## src/rtl/mult_share_sched.sv

```systemverilog
// Two-requester scheduler around one shared shift-add multiplier.
// Requests are granted round-robin. The winner's operands are loaded, the
// datapath runs for WIDTH steps, and the product comes back with a one-cycle
// ACK to that requester.

// Shift-add datapath: one multiplier bit is consumed per step.
module mult_share_dp #(
  parameter int WIDTH = 5
) (
  input  logic               clk,
  input  logic               rst_n,
  input  logic               load,
  input  logic               step,
  input  logic [WIDTH-1:0]   mcand_in,
  input  logic [WIDTH-1:0]   mplier_in,
  output logic [2*WIDTH-1:0] sum,
  output logic               last_step
);
  localparam int CW = $clog2(WIDTH + 1);

  logic [2*WIDTH-1:0] mcand_q;
  logic [2*WIDTH-1:0] acc_q;
  logic [WIDTH-1:0]   mplier_q;
  logic [CW-1:0]      cnt_q;

  // Accumulator value after the current step. The last step's value is
  // taken directly into the product register, so no extra cycle is needed.
  always_comb begin
    sum = acc_q + (mplier_q[0] ? mcand_q : '0);
  end

  assign last_step = (cnt_q == CW'(WIDTH - 1));

  // Load the operands, then add, shift and count on each step.
  always_ff @(posedge clk or negedge rst_n) begin
    if (!rst_n) begin
      mcand_q  <= '0;
      mplier_q <= '0;
      acc_q    <= '0;
      cnt_q    <= '0;
    end else if (load) begin
      mcand_q  <= {{WIDTH{1'b0}}, mcand_in};
      mplier_q <= mplier_in;
      acc_q    <= '0;
      cnt_q    <= '0;
    end else if (step) begin
      acc_q    <= sum;
      mcand_q  <= mcand_q << 1;
      mplier_q <= mplier_q >> 1;
      cnt_q    <= cnt_q + CW'(1);
    end
  end
endmodule

module mult_share_sched #(
  parameter int WIDTH = 5
) (
  input  logic               clk,
  input  logic               rst_n,
  input  logic               req0,
  input  logic               req1,
  input  logic [WIDTH-1:0]   a0,
  input  logic [WIDTH-1:0]   b0,
  input  logic [WIDTH-1:0]   a1,
  input  logic [WIDTH-1:0]   b1,
  output logic               ack0,
  output logic               ack1,
  output logic [2*WIDTH-1:0] prod,
  output logic               busy,
  output logic               owner
);
  typedef enum logic [1:0] {S_IDLE, S_LOAD, S_SHIFT, S_DONE} state_t;

  state_t             state_q, state_d;
  logic [1:0]         req_v;
  logic [1:0][WIDTH-1:0] a_v, b_v;
  logic               grant_vld;
  logic               grant_id;
  logic               owner_q;
  logic               last_q;
  logic [2*WIDTH-1:0] prod_q;
  logic [2*WIDTH-1:0] sum;
  logic               last_step;

  assign req_v = {req1, req0};
  assign a_v   = {a1, a0};
  assign b_v   = {b1, b0};

  // State register.
  always_ff @(posedge clk or negedge rst_n) begin
    if (!rst_n) state_q <= S_IDLE;
    else        state_q <= state_d;
  end

  // Next state and arbitration. Requests are only looked at in IDLE. On a
  // tie the requester that was not served last wins.
  always_comb begin
    state_d   = state_q;
    grant_vld = 1'b0;
    grant_id  = 1'b0;
    case (state_q)
      S_IDLE: begin
        if (|req_v) begin
          grant_vld = 1'b1;
          grant_id  = (&req_v) ? ~last_q : req_v[1];
          state_d   = S_LOAD;
        end
      end
      S_LOAD:  state_d = S_SHIFT;
      S_SHIFT: if (last_step) state_d = S_DONE;
      S_DONE:  state_d = S_IDLE;
      default: state_d = S_IDLE;
    endcase
  end

  // Grant bookkeeping: the current owner, and the last owner for round-robin.
  always_ff @(posedge clk or negedge rst_n) begin
    if (!rst_n) begin
      owner_q <= 1'b0;
      last_q  <= 1'b1;
    end else begin
      if (grant_vld)          owner_q <= grant_id;
      if (state_q == S_DONE)  last_q  <= owner_q;
    end
  end

  // The product register holds the last result until the next completion.
  always_ff @(posedge clk or negedge rst_n) begin
    if (!rst_n)                                 prod_q <= '0;
    else if (state_q == S_SHIFT && last_step)   prod_q <= sum;
  end

  mult_share_dp #(.WIDTH(WIDTH)) u_dp (
    .clk       (clk),
    .rst_n     (rst_n),
    .load      (state_q == S_LOAD),
    .step      (state_q == S_SHIFT),
    .mcand_in  (a_v[owner_q]),
    .mplier_in (b_v[owner_q]),
    .sum       (sum),
    .last_step (last_step)
  );

  // Outputs come only from the state and owner registers, so there is no
  // combinational path from REQ to ACK.
  assign ack0  = (state_q == S_DONE) && !owner_q;
  assign ack1  = (state_q == S_DONE) &&  owner_q;
  assign busy  = (state_q != S_IDLE);
  assign owner = owner_q;
  assign prod  = prod_q;
endmodule

```

## config.mk

```make
export PLATFORM = sky130hd
export DESIGN_NAME = mult_share_sched
export DESIGN_NICKNAME = d
export VERILOG_FILES = /design/src/rtl/mult_share_sched.sv
export SDC_FILE = /design/constraint.sdc
export NUM_CORES = 1
export LEC_CHECK = 0
export ABC_CLOCK_PERIOD_IN_PS = 3800
export CORE_MARGIN = 8
export CORE_UTILIZATION = 54
export CTS_CLUSTER_DIAMETER = 150
export DETAILED_ROUTE_END_ITERATION = 10
export PLACE_DENSITY = 0.78
export SLEW_MARGIN = 0
export SYNTH_ARGS = -nofsm -noshare
export SYNTH_HDL_FRONTEND = slang
export SYNTH_SLANG_ARGS = --single-unit
```

## constraint.sdc

```tcl
create_clock -name clk -period 3.8 [get_ports clk]
set_input_delay 0.76 -clock clk [delete_from_list [all_inputs] [get_ports clk]]
set_output_delay 0.76 -clock clk [all_outputs]
set_load 0.03 [all_outputs]
```

==> flow_summary_export.csv, run 1 <==
group,metric,value,unit
status,outcome,"complete, no violations",
detailed_routing,wl_per_cell,14.0,um
logic_synthesis,avgSynthCellArea,10.3,um^2
logic_synthesis,synth_compound_area_share,20.0,%
cells_and_area,antennaDiodeCount,0,
cells_and_area,final_cell_count_no_fill,309,
logic_synthesis,synthArstFlopShare,100,%
logic_synthesis,ys_warn_count,0,
logic_synthesis,synth_adder_area_share,8.93,%
cts,cts_tree,"done",
die,die_y,81.6,um
logic_synthesis,synth_fp_nets,265,
place,gp_congestion,0.849,
place,dpl.hpwl,3.20,mm
hold_path,hp-class,"register to register",
detailed_routing,drtAntennaViolNets,0,
die,floorplan.initialDensity,54.5,%
timing,period_needed,2.69,ns
cts,cts-buffers-inserted,5,
setup_path,cp.required,3.04,ns
timing,slew_headroom,39.6,%
logic_synthesis,synth_xor_area_share,3.39,%
place,dpl_cell_area,0.00269,mm^2
pwr,power_density,820,mW/mm^2
timing,rsz0062_at_grt,"no",
cts,cts-resized-gates,0,
timing,finalHoldViolCount,0,
detailed_routing,drc_errors,0,
logic_synthesis,synthDistinctLibCells,43,
setup_path,end_kind,"primary output",
cts,cts_buffer_depth,2,
cells_and_area,syn_to_final_growth,18.9,%
timing,tns,0,ns
die,dieArea,0.00666,mm^2
logic_synthesis,muxShareOfSynthArea,6.14,%
global_routing,grt_overflow,0,
place,dp.cells,302,
global_routing,track_usage,14.4,%
detailed_routing,drt_first_iter_violations,87,
setup_path,crit_type,"register to primary output",
setup_path,worstPathMaxFanout,15,
detailed_routing,drt_pass1_iterations,4,
timing,slew_viol_final,0,
cts,clock_latency,0.29,ns
timing,fin_skew,0.00536,ns
cells_and_area,drive_above_1_share,5.84,%
timing,worstMarginPinSlew,0.906,ns
die,core,0.00426,mm^2
die,rows,24,
cts,cts_hold_buf,0,
timing,setup_violations,0,
place,portBuffers,37,
timing,fin_crit_sh,70.9,%
detailed_routing,routed_wirelength,4.32,mm
die,die_w,81.6,um
detailed_routing,vias,1662,
cells_and_area,layout_commonest_cell,"dfrtp_1",
cells_and_area,fin_nets,297,
logic_synthesis,ys_ff_latch,42,
detailed_routing,vias_per_cell,5.38,
logic_synthesis,synth_edf_count,0,
pwr,leakage,1.28,nW
logic_synthesis,synth_ff_type,"dfrtp_1",
global_routing,grt_max_degree,43,
die,io-pin-count,38,
logic_synthesis,synthesis.instances,225,
global_routing,grt_first_pass_wirelength,7.53,mm
global_routing,grt_pass1_vias,1617,
hold_path,hold_depth,2,
cells_and_area,layout_common_cells,"dfrtp_1 (41), clkdlybuf4s50_1 (36), nand2_1 (21)",
global_routing,antenna_found_initial,0,
cts,clk_pin_slew,0.08,ns
run,cap_violations,0,
cts,cts_sinks,42,
setup_path,cp_data_arrival_time,1.93,ns
setup_path,rr_worst_depth,9,
logic_synthesis,ys_seq_area_share,45.3,%
timing,max_freq,371,MHz
logic_synthesis,synthSimpleGateAreaFrac,11.4,%
logic_synthesis,synth_top_family_by_area,"compound AO/OA/AOI/OAI gates",
logic_synthesis,synth_area,0.00232,mm^2
cells_and_area,nFillCells,378,
cts,clockRootBuffer,"clkbuf_8",
pwr,ir_drop,366,uV
setup_path,crit_path_start_kind,"register",
cts,cts_setup_buffers,0,
cts,htreeDepth,2,
cells_and_area,final_area,0.00277,mm^2
## cells in the mapped netlist, drive strengths merged, types with 3 or more instances
| cell | instances | share of area (%) |
|---|---|---|
| and2 | 9 | 2.4 |
| a21oi | 6 | 1.6 |
| a211oi | 9 | 2.9 |
| xor2 | 6 | 2.3 |
| o31ai | 3 | 1.2 |
| o2bb2ai | 10 | 3.8 |
| clkbuf | 7 | 1.6 |
| inv | 13 | 2.1 |
| ha | 15 | 8.1 |
| a21o | 11 | 3.6 |
| nand2 | 21 | 3.4 |
| mux2i | 12 | 5.2 |
| nand3b | 5 | 1.6 |
| buf | 5 | 1.3 |
| o21ai | 18 | 4.0 |
| xnor2 | 3 | 1.1 |
| nor2 | 12 | 1.9 |
| dfrtp | 41 | 44 |
## stage by stage
| stage | hold WS (ns) | setup WS (ns) | total power, W | utilization (%) |
|---|---|---|---|---|
| after global placement | 0.462 | 1.43 | 0.00199 | 63.1 |
| final | 0.483 | 1.11 | 0.00227 | 64.8 |
| after floorplan | 0.451 | 1.66 | 0.00173 | - |
| after detailed placement | 0.467 | 1.42 | 0.00202 | 63.1 |
| after global routing | 0.503 | 1.04 | 0.00248 | 64.8 |
| after CTS | 0.485 | 1.09 | 0.00229 | 64.8 |
## critical path, stage by stage (launching register included)
cell and delay (ns):
dfrtp_1 0.75, and2_1 0.22, clkdlybuf4s50_1 0.67
## path summary, 6_finish.rpt
path	start	to	slack, ns
setup / recovery	owner	ack1	1.11
hold / removal	prod[2]	prod[2]	0.48
setup reg to reg	u_dp.mplier_q[0]	prod[6]	1.54
hold reg to reg	prod[2]	prod[2]	0.48
max in group asynchronous	rst_n	u_dp.acc_q[5]	2.64
min in group asynchronous	rst_n	state_q[0]	0.59
## metal layers
layer / part of all wire [%] / global-route usage (%) / up-vias
met2: 44 / 22.8 / 35
met4: 1.0 / 4.21 / 0
met5: 0 / 0 / -
met3: 5.8 / 4.81 / 5
li1: - / - / 862
met1: 49 / 18.5 / 760
## registers in the layout, indices dropped and copies added (netlist names)
signal / cells
u_dp.mcand_q: 10
last_q: 1
state_q: 2
prod: 10
u_dp.cnt_q: 3
u_dp.acc_q: 10
u_dp.mplier_q: 5
owner: 1
## where the power goes
group / internal [W] / leakage, nW / switching, W / total (W)
logic: 0.000505 / 0.701 / 0.000712 / 0.00122
clock network: 0.000127 / 0.0383 / 0.000143 / 0.000270
registers: 0.000639 / 0.543 / 0.000142 / 0.000781
total: 0.00127 / 1.28 / 0.000997 / 0.00227
## cells by family after synthesis
logic type               count (synthesis)
AO/OA/AOI/OAI                           65
XOR/XNOR                                 9
adder cells (fa/ha/maj)                 16
buffers and inverters                   25
flip-flops                              42
multiplexers                            14
AND/OR/NAND/NOR                         54
## area by class of cell
class                      count  area, um^2  area share [%]
clock buffer                   7        76.3            2.76
timing repair buffer          37         365            13.2
sequential                    42        1050            38.1
tap                           52        65.1            2.35
inverter                      13        48.8            1.76
multi-input combinational    158        1160            41.9
(Power assumes the default switching activity.)
==> run 2: changes to the inputs <==
--- a/config.mk
+++ b/config.mk
@@ -5,12 +5,12 @@
 export SDC_FILE = /design/constraint.sdc
 export NUM_CORES = 1
 export LEC_CHECK = 0
-export ABC_CLOCK_PERIOD_IN_PS = 3800
+export ABC_CLOCK_PERIOD_IN_PS = 2500
 export CORE_MARGIN = 8
-export CORE_UTILIZATION = 54
+export CORE_UTILIZATION = 53
 export CTS_CLUSTER_DIAMETER = 150
 export DETAILED_ROUTE_END_ITERATION = 10
-export PLACE_DENSITY = 0.78
+export PLACE_DENSITY = 0.76
 export SLEW_MARGIN = 0
 export SYNTH_ARGS = -nofsm -noshare
 export SYNTH_HDL_FRONTEND = slang
==> constraint.sdc (replaced) <==
create_clock -name clk -period 2.5 [get_ports clk]
set_input_delay 0.5 -clock clk [delete_from_list [all_inputs] [get_ports clk]]
set_output_delay 0.5 -clock clk [all_outputs]
set_load 0.03 [all_outputs]
==> flow_summary_export.csv, run 2 (synthesis gave the netlist of run 1 again) <==
group,metric,value,unit
timing,tns,0,ns
setup_path,end_kind,"primary output",
timing,finalHoldViolCount,0,
cts,clockRootBuffer,"clkbuf_8",
cts,cts_setup_buffers,0,
die,rows,24,
detailed_routing,drc_errors,0,
die,core,0.00429,mm^2
die,die_w,82.2,um
setup_path,rrSetupSlack,0.31,ns
place,gp_congestion,0.858,
cts,clock_latency,0.30,ns
cells_and_area,fin_nets,302,
die,io-pin-count,38,
run,cap_violations,0,
cts,cts-buffers-inserted,5,
place,dpl.hpwl,3.33,mm
cells_and_area,layout_commonest_cell,"dfrtp_1",
cts,cts-resized-gates,0,
detailed_routing,drt_pass1_iterations,4,
pwr,power_density,1310,mW/mm^2
cells_and_area,layout_common_cells,"dfrtp_1 (41), clkdlybuf4s50_1 (36), nand2_1 (21)",
global_routing,grt_first_pass_wirelength,7.89,mm
detailed_routing,drt_first_iter_violations,80,
timing,fin_ws,0.208,ns
global_routing,grt_overflow,0,
detailed_routing,vias,1676,
timing,slew_headroom,62.2,%
global_routing,grt_pass1_vias,1725,
place,portBuffers,37,
timing,slew_viol_final,0,
setup_path,worstPathMaxFanout,5,
cts,htreeDepth,2,
pwr,ir_drop,808,uV
die,floorplan.initialDensity,54.1,%
global_routing,antenna_found_initial,0,
detailed_routing,routed_wirelength,4.46,mm
setup_path,crit_path_start_kind,"register",
detailed_routing,drtAntennaViolNets,0,
cts,cts_tree,"done",
status,outcome,"complete, no violations",
timing,rsz0062_at_grt,"no",
global_routing,grt_max_degree,35,
die,dieArea,0.00676,mm^2
cts,cts_sinks,42,
setup_path,cp_data_arrival_time,1.79,ns
cts,cts_buffer_depth,2,
place,dp_slack,0.307,ns
cells_and_area,drive_above_1_share,8.75,%
timing,fin_crit_sh,91.7,%
setup_path,cp.required,2.00,ns
cells_and_area,syn_to_final_growth,23.4,%
timing,period_needed,2.29,ns
setup_path,crit_type,"register to primary output",
global_routing,track_usage,15.0,%
hold_path,hp-class,"input port to async pin",
detailed_routing,wl_per_cell,14.2,um
cells_and_area,antennaDiodeCount,0,
timing,fin_skew,0.0101,ns
timing,max_freq,436,MHz
timing,setup_violations,0,
die,die_y,82.2,um
setup_path,rr_worst_depth,9,
pwr,leakage,1.34,nW
cts,cts_hold_buf,0,
timing,worstMarginPinSlew,0.566,ns
pwr,power.total,0.00376,W
cells_and_area,final_util,66.8,%
detailed_routing,vias_per_cell,5.32,
cts,clk_pin_slew,0.09,ns
[run 2: per-stage QoR]
| stage | instance area, um^2 | std cells | hold slack (ns) |
|---|---|---|---|
| after floorplan | 2320 | 225 | 0.204 |
| after global placement | 2730 | 307 | 0.462 |
| after detailed placement | 2730 | 307 | 0.467 |
| after CTS | 2870 | 315 | 0.151 |
| after global routing | 2870 | 315 | 0.182 |
| final | 2870 | 315 | 0.145 |
[run 2: path summary, 6_finish.rpt]
check	start	end
max	state_q[0]	busy
min	rst_n	u_dp.acc_q[9]
max reg2reg	u_dp.mplier_q[0]	u_dp.acc_q[6]
min reg2reg	u_dp.mplier_q[3]	u_dp.mplier_q[3]
max in group asynchronous	rst_n	last_q
min in group clk	u_dp.mplier_q[3]	u_dp.mplier_q[3]
[run 2: area by class of cell]
type | count | area [um^2]
Timing Repair Buffer | 42 | 403
Sequential cell | 42 | 1050
Clock inverter | 2 | 60.1
Clock buffer | 6 | 82.6
Inverter | 13 | 48.8
Multi-Input combinational cell | 158 | 1160
Fill cell | 353 | 1430
Tap cell | 52 | 65.1
[run 2: power by group]
part           total (W)  leakage (nW)  internal, W  switching, W
Clock           0.000668        0.0714     0.000426      0.000242
Combinational    0.00193         0.725     0.000798       0.00113
Sequential       0.00117         0.543     0.000972      0.000194
[run 2: routing by layer]
layer	part of all wire [%]	GRT usage [%]	vias up
met5	0	0	-
met4	1.6	6.32	0
met3	5.0	3.46	7
met2	44	23.2	37
met1	49	19.6	764
li1	-	-	868
[run 2: critical path: stages (launching register included)]
cell,delay [ns]
dfrtp_1,0.41
inv_1,0.09
ha_1,0.26
inv_1,0.07
clkdlybuf4s50_1,0.67
